File: src/rtl/gray_codec_pipe.sv
// Pipelined Gray<->binary converter, direction chosen per beat; latency STAGES cycles.
// Ready chain stalls any stage without bubbles. GC_SEQ_CHECK_EN adds a Gray adjacency checker.
module gray_codec_pipe #(
    parameter int DATA_WIDTH = 16,
    parameter int STAGES     = 2
) (
    input  logic                  clk,
    input  logic                  resetn,
    input  logic                  in_valid,
    output logic                  in_ready,
    input  logic                  in_mode,
    input  logic [DATA_WIDTH-1:0] in_data,
    output logic                  out_valid,
    input  logic                  out_ready,
    output logic                  out_mode,
    output logic [DATA_WIDTH-1:0] out_data,
    output logic                  seq_err
);

    localparam int W = DATA_WIDTH;
    localparam int S = STAGES;
    localparam int C = (W + S - 1) / S;

    // Stage k finishes its chunk of the MSB-down prefix XOR; bits above the chunk
    // are already binary, bits below still travel as raw Gray.
    function automatic logic [W-1:0] stage_fn(input logic [W-1:0] d, input logic m, input int k);
        logic [W-1:0] r;
        r = d;
        if (m) begin
            if (k == 0) r = d ^ (d >> 1);
        end else begin
            for (int i = W - 2; i >= 0; i--) begin
                if (i <= W - 1 - k * C && i >= W - (k + 1) * C) r[i] = r[i] ^ r[i+1];
            end
        end
        return r;
    endfunction

    logic [S-1:0] vld_q, mode_q, adv, nvld, nmode;
    logic [W-1:0] data_q [S];
    logic [W-1:0] ndat   [S];

    always_comb begin
        logic carry;
        carry = out_ready;
        adv   = '0;
        nvld  = '0;
        nmode = '0;
        for (int k = 0; k < S; k++) ndat[k] = '0;
        for (int k = S - 1; k >= 0; k--) begin
            carry  = carry | ~vld_q[k];
            adv[k] = carry;
        end
        nvld[0]  = in_valid;
        nmode[0] = in_mode;
        ndat[0]  = stage_fn(in_data, in_mode, 0);
        for (int k = 1; k < S; k++) begin
            nvld[k]  = vld_q[k-1];
            nmode[k] = mode_q[k-1];
            ndat[k]  = stage_fn(data_q[k-1], mode_q[k-1], k);
        end
    end

    always_ff @(posedge clk or negedge resetn) begin
        if (!resetn) begin
            vld_q  <= '0;
            mode_q <= '0;
            for (int k = 0; k < S; k++) data_q[k] <= '0;
        end else begin
            for (int k = 0; k < S; k++) begin
                if (adv[k]) begin
                    vld_q[k] <= nvld[k];
                    if (nvld[k]) begin
                        mode_q[k] <= nmode[k];
                        data_q[k] <= ndat[k];
                    end
                end
            end
        end
    end

    assign in_ready  = adv[0];
    assign out_valid = vld_q[S-1];
    assign out_mode  = mode_q[S-1];
    assign out_data  = data_q[S-1];

`ifdef GC_SEQ_CHECK_EN
    logic [W-1:0] prev_gray;
    logic         prev_ok;
    logic         err_in;
    logic [S-1:0] err_q, nerr;

    always_comb begin
        err_in  = !in_mode && prev_ok && ($countones(in_data ^ prev_gray) != 1);
        nerr    = '0;
        nerr[0] = err_in;
        for (int k = 1; k < S; k++) nerr[k] = err_q[k-1];
    end

    always_ff @(posedge clk or negedge resetn) begin
        if (!resetn) begin
            prev_gray <= '0;
            prev_ok   <= 1'b0;
            err_q     <= '0;
        end else begin
            if (in_valid && adv[0] && !in_mode) begin
                prev_gray <= in_data;
                prev_ok   <= 1'b1;
            end
            for (int k = 0; k < S; k++) begin
                if (adv[k] && nvld[k]) err_q[k] <= nerr[k];
            end
        end
    end

    assign seq_err = vld_q[S-1] && err_q[S-1];
`else
    assign seq_err = 1'b0;
`endif

endmodule

File: config.mk
export PLATFORM = sky130hd
export DESIGN_NAME = gray_codec_pipe
export DESIGN_NICKNAME = d
export VERILOG_FILES = /design/src/rtl/gray_codec_pipe.sv
export SDC_FILE = /design/constraint.sdc
export NUM_CORES = 1
export LEC_CHECK = 0
export ABC_CLOCK_PERIOD_IN_PS = 2750
export BUFFER_PORTS_ARGS = -buffer_cell sky130_fd_sc_hd__buf_2
export CORE_MARGIN = 3
export CORE_UTILIZATION = 38
export DETAILED_ROUTE_END_ITERATION = 10
export GPL_TIMING_DRIVEN = 0
export PLACE_DENSITY_LB_ADDON = 0.05
export SLEW_MARGIN = 0
export SYNTH_ARGS = -nofsm -noshare
export SYNTH_HDL_FRONTEND = slang
export SYNTH_SLANG_ARGS = --single-unit
export TNS_END_PERCENT = 20
File: constraint.sdc
create_clock -name clk -period 2.75 [get_ports clk]
set_clock_uncertainty 0.2 [all_clocks]
set_input_delay 0.275 -clock clk [delete_from_list [all_inputs] [get_ports clk]]
set_output_delay 0.275 -clock clk [all_outputs]
set_load 0.01 [all_outputs]
==> summary.md <==
| Metric | Value |
|---|---|
| Yosys reg bits | `36` |
| CTS sink cnt | `36` |
| Setup TNS | `0 ns` |
| Vias per cell | `4.44` |
| Sw Share | `28.7%` |
| Largest net degree at the start of global routing | `37` |
| Num CTS Buffers | `5` |
| CTS clk-pin slew, worst paths | `around 0.070 ns` |
| Synthesized cell area | `1950 um^2` |
| Root buffer cell | `clkbuf_8` |
| Logic pwr share | `between 30% and 40%` |
| Buf+Inv Stages, Crit Path | `0` |
| Top Family by Delay on Critical Path | `XOR/XNOR gates` |
| RSZ-0062 raised after global routing | `no` |
| Cell variety after synth | `21` |
| Met1 usage | `14.7%` |
| Die width | `between 70 and 80 um` |
| Global-route wire length before repair | `5870 um` |
| ANT cells | `0` |
| GRT Overall Usage | `approximately 13%` |
| Fin cells | `302` |
| Max Transition Viols Final | `0` |
| Htree depth | `2` |
| Post-Place Cells | `292` |
| HP Class | `in2reg` |
| Post-Synthesis Cells | `about 190` |
| Top cells by area, synth | `dfrtp_1 46%, xnor2_1 7.2%, buf_4 6.5%` |
| Post-DRT Antenna Nets | `0` |
| Placer Congestion | `0.752` |
| Final WL | `3420 um` |
| Row cnt | `25` |
| Period Utilization, post-route | `around 80%` |
| Worst-Skew Late Latency | `0.28 ns` |
| Synth top area share | `46.2%` |
| WHS | `0.0710 ns` |
| Initial antenna violation count | `0` |
| Starting Density | `40.2%` |
| Syn_area_per_cell | `10.4 um^2` |
| Crit path time final | `2.16 ns` |
| Syn_nets | `approximately 210` |
| CP max stage cell | `xnor3_1` |
| Mean routed wirelength per cell | `11.3 um` |
| Switching pwr | `0.575 mW` |
| Reg power frac | `37.7%` |
| Int Pwr | `approximately 1.4 mW` |
| Fmax | `463 MHz` |
| Grt met2 use | `about a fifth` |
| Arr. time, crit path | `2.13 ns` |
| Setup crit end kind | `flop` |
| # DRC | `0` |
| Static leakage | `1.13 nW` |
| # setup viols final | `0` |
| Hold Vio Cnt, Final | `0` |
| Area growth syn-to-layout | `21.6%` |
| Max VDD drop | `0.342 mV` |
| Pwr dens | `846 nW/um^2` |
| Port-buffer cells | `38` |
| Bufs on Longest Clock Path | `2` |
| Crit Path Max Fanout | `5` |
| Crit path cell chain | `xnor2_2 -> xnor3_1 -> xor2_1 -> o21a_1 -> o31a_1` |
| GR Util met3 | `approximately 4.4%` |
| Die H | `about 78 um` |
| Worst EP required | `2.72 ns` |
| Core box area | `4850 um^2` |
| Sequential share of the synthesized area | `a little under half` |
| CTS tree | `done` |
| Type of origin of the critical path | `flop` |
| Vias in the first global route | `1311` |
| Post-CTS resize count | `0` |
| Share of layout cells above drive strength 1 | `32.3%` |
| Ports | `41` |
| Slew @ Worst Pin | `between 0.8 and 0.9 ns` |
| Drt first pass iters | `4` |
| GR peak layer | `met2` |
| Critical path class | `reg2reg` |
| Vias | `1342` |
| Most frequent cells in the layout | `38 x buf_2, 36 x dfrtp_1, 33 x nand2_1` |
| Commonest non-fill, non-tap cell in the layout | `buf_2` |
| Total of max-cap violations | `0` |
| Clk pwr share | `25.1%` |
| Final nets | `255` |
| DP HPWL | `2620 um` |
| Status | `completed` |
| Slowest stage delay, CP | `0.50 ns` |
| Worst slew margin | `46.4%` |
| Area leader, netlist | `dfrtp_1` |
| Total power draw | `2.01 mW` |
| Syn. warnings | `0` |
| Die area | `6030 um^2` |
| Initial DRC Count | `50` |
| Remaining Overflow, GRT | `0` |
[area by class of cell]
cell class,instances,area [um^2]
Tap cell,67,83.8
Sequential cell,36,901
Timing Repair Buffer,40,210
Clock buffer,7,96.3
Multi-Input combinational cell,126,892
Buffer,25,158
Fill cell,454,2480
Clock inverter,1,30.0
[routing by layer]
| layer | up-vias | wire length, um | share of wire, % |
|---|---|---|---|
| li1 | 689 | - | - |
| met3 | 2 | 209 | 6.1 |
| met4 | 0 | 25 | 0.73 |
| met2 | 31 | 1700 | 50 |
| met5 | - | 0 | 0 |
| met1 | 620 | 1490 | 44 |
[flip-flops by register name (all words and copies together) (netlist names)]
register / cells
data_q: 16
out_data: 16
mode_q: 2
vld_q: 2
[stage by stage]
| step | worst slack, ns | utilization (%) | cell area (um^2) |
|---|---|---|---|
| finish | 0.589 | 48.9 | 2370 |
| detailed placement | 0.576 | 45.9 | 2220 |
| global placement | 0.585 | 45.9 | 2220 |
| CTS | 0.569 | 48.9 | 2370 |
| global route | 0.513 | 48.9 | 2370 |
| floorplan | 0.706 | - | 1950 |
[power groups by stage]
| stage | clock (mW) | sequential (mW) | combinational (mW) |
|---|---|---|---|
| 3_3_place_gp | 0 | 0.763 | 0.755 |
| 4_1_cts | 0.521 | 0.760 | 0.763 |
| 3_5_place_dp | 0 | 0.771 | 0.760 |
| 6_report | 0.503 | 0.757 | 0.746 |
| 5_1_grt | 0.539 | 0.780 | 0.834 |
| 2_1_floorplan | 0 | 0.749 | 0.586 |
[cell families (layout without fill, tap and decap cells)]
logic type,count (synthesis),in the layout,share of synthesized area [%]
and+or+nand+nor,50,50,10.7
buffers and inverters,25,73,8.08
DFF,36,36,46.2
AOI/OAI and AO/OA,27,27,7.50
muxes,11,11,6.35
other,1,1,0.192
xor gates and xnor gates,37,37,21.0
[final timing paths]
check / cells after the start / end / slack, ns / start
worst max-delay path: 5 / out_data[0] / 0.59 / data_q[24]
worst min-delay path: 3 / vld_q[1] / 0.07 / out_ready
worst max register to register: 5 / out_data[0] / 0.59 / data_q[24]
worst min register to register: 2 / out_data[3] / 0.28 / out_data[3]
max in group asynchronous: 2 / data_q[18] / 1.43 / resetn
min in group asynchronous: 2 / vld_q[1] / 0.41 / resetn
[Yosys cell counts]
library cell / instances
dfrtp_1: 36
nand2_1: 33
o21ai_0: 22
buf_4: 17
xnor2_1: 16
xor2_1: 14
mux2_2: 11
clkbuf_1: 8
nor2_1: 8
nand2b_1: 4
xnor3_1: 4
nor2b_1: 2
nor3_1: 2
o21a_1: 2
xnor2_2: 2
a21oi_1: 1
conb_1: 1
nand3b_1: 1
o31a_1: 1
o31ai_1: 1
xor3_1: 1
[what timing repair did]
item	in CTS	in global routing
hold buffers	2	0
endpoints found under the hold margin	37	0
buffers inserted	0	0
[tightest hold or removal path, delay by kind of cell]
family	cells	cell delay, ns
AND/OR/NAND/NOR	2	0.17
buffers and inverters	1	0.08
Note: power is estimated with default switching activity, not from simulation.
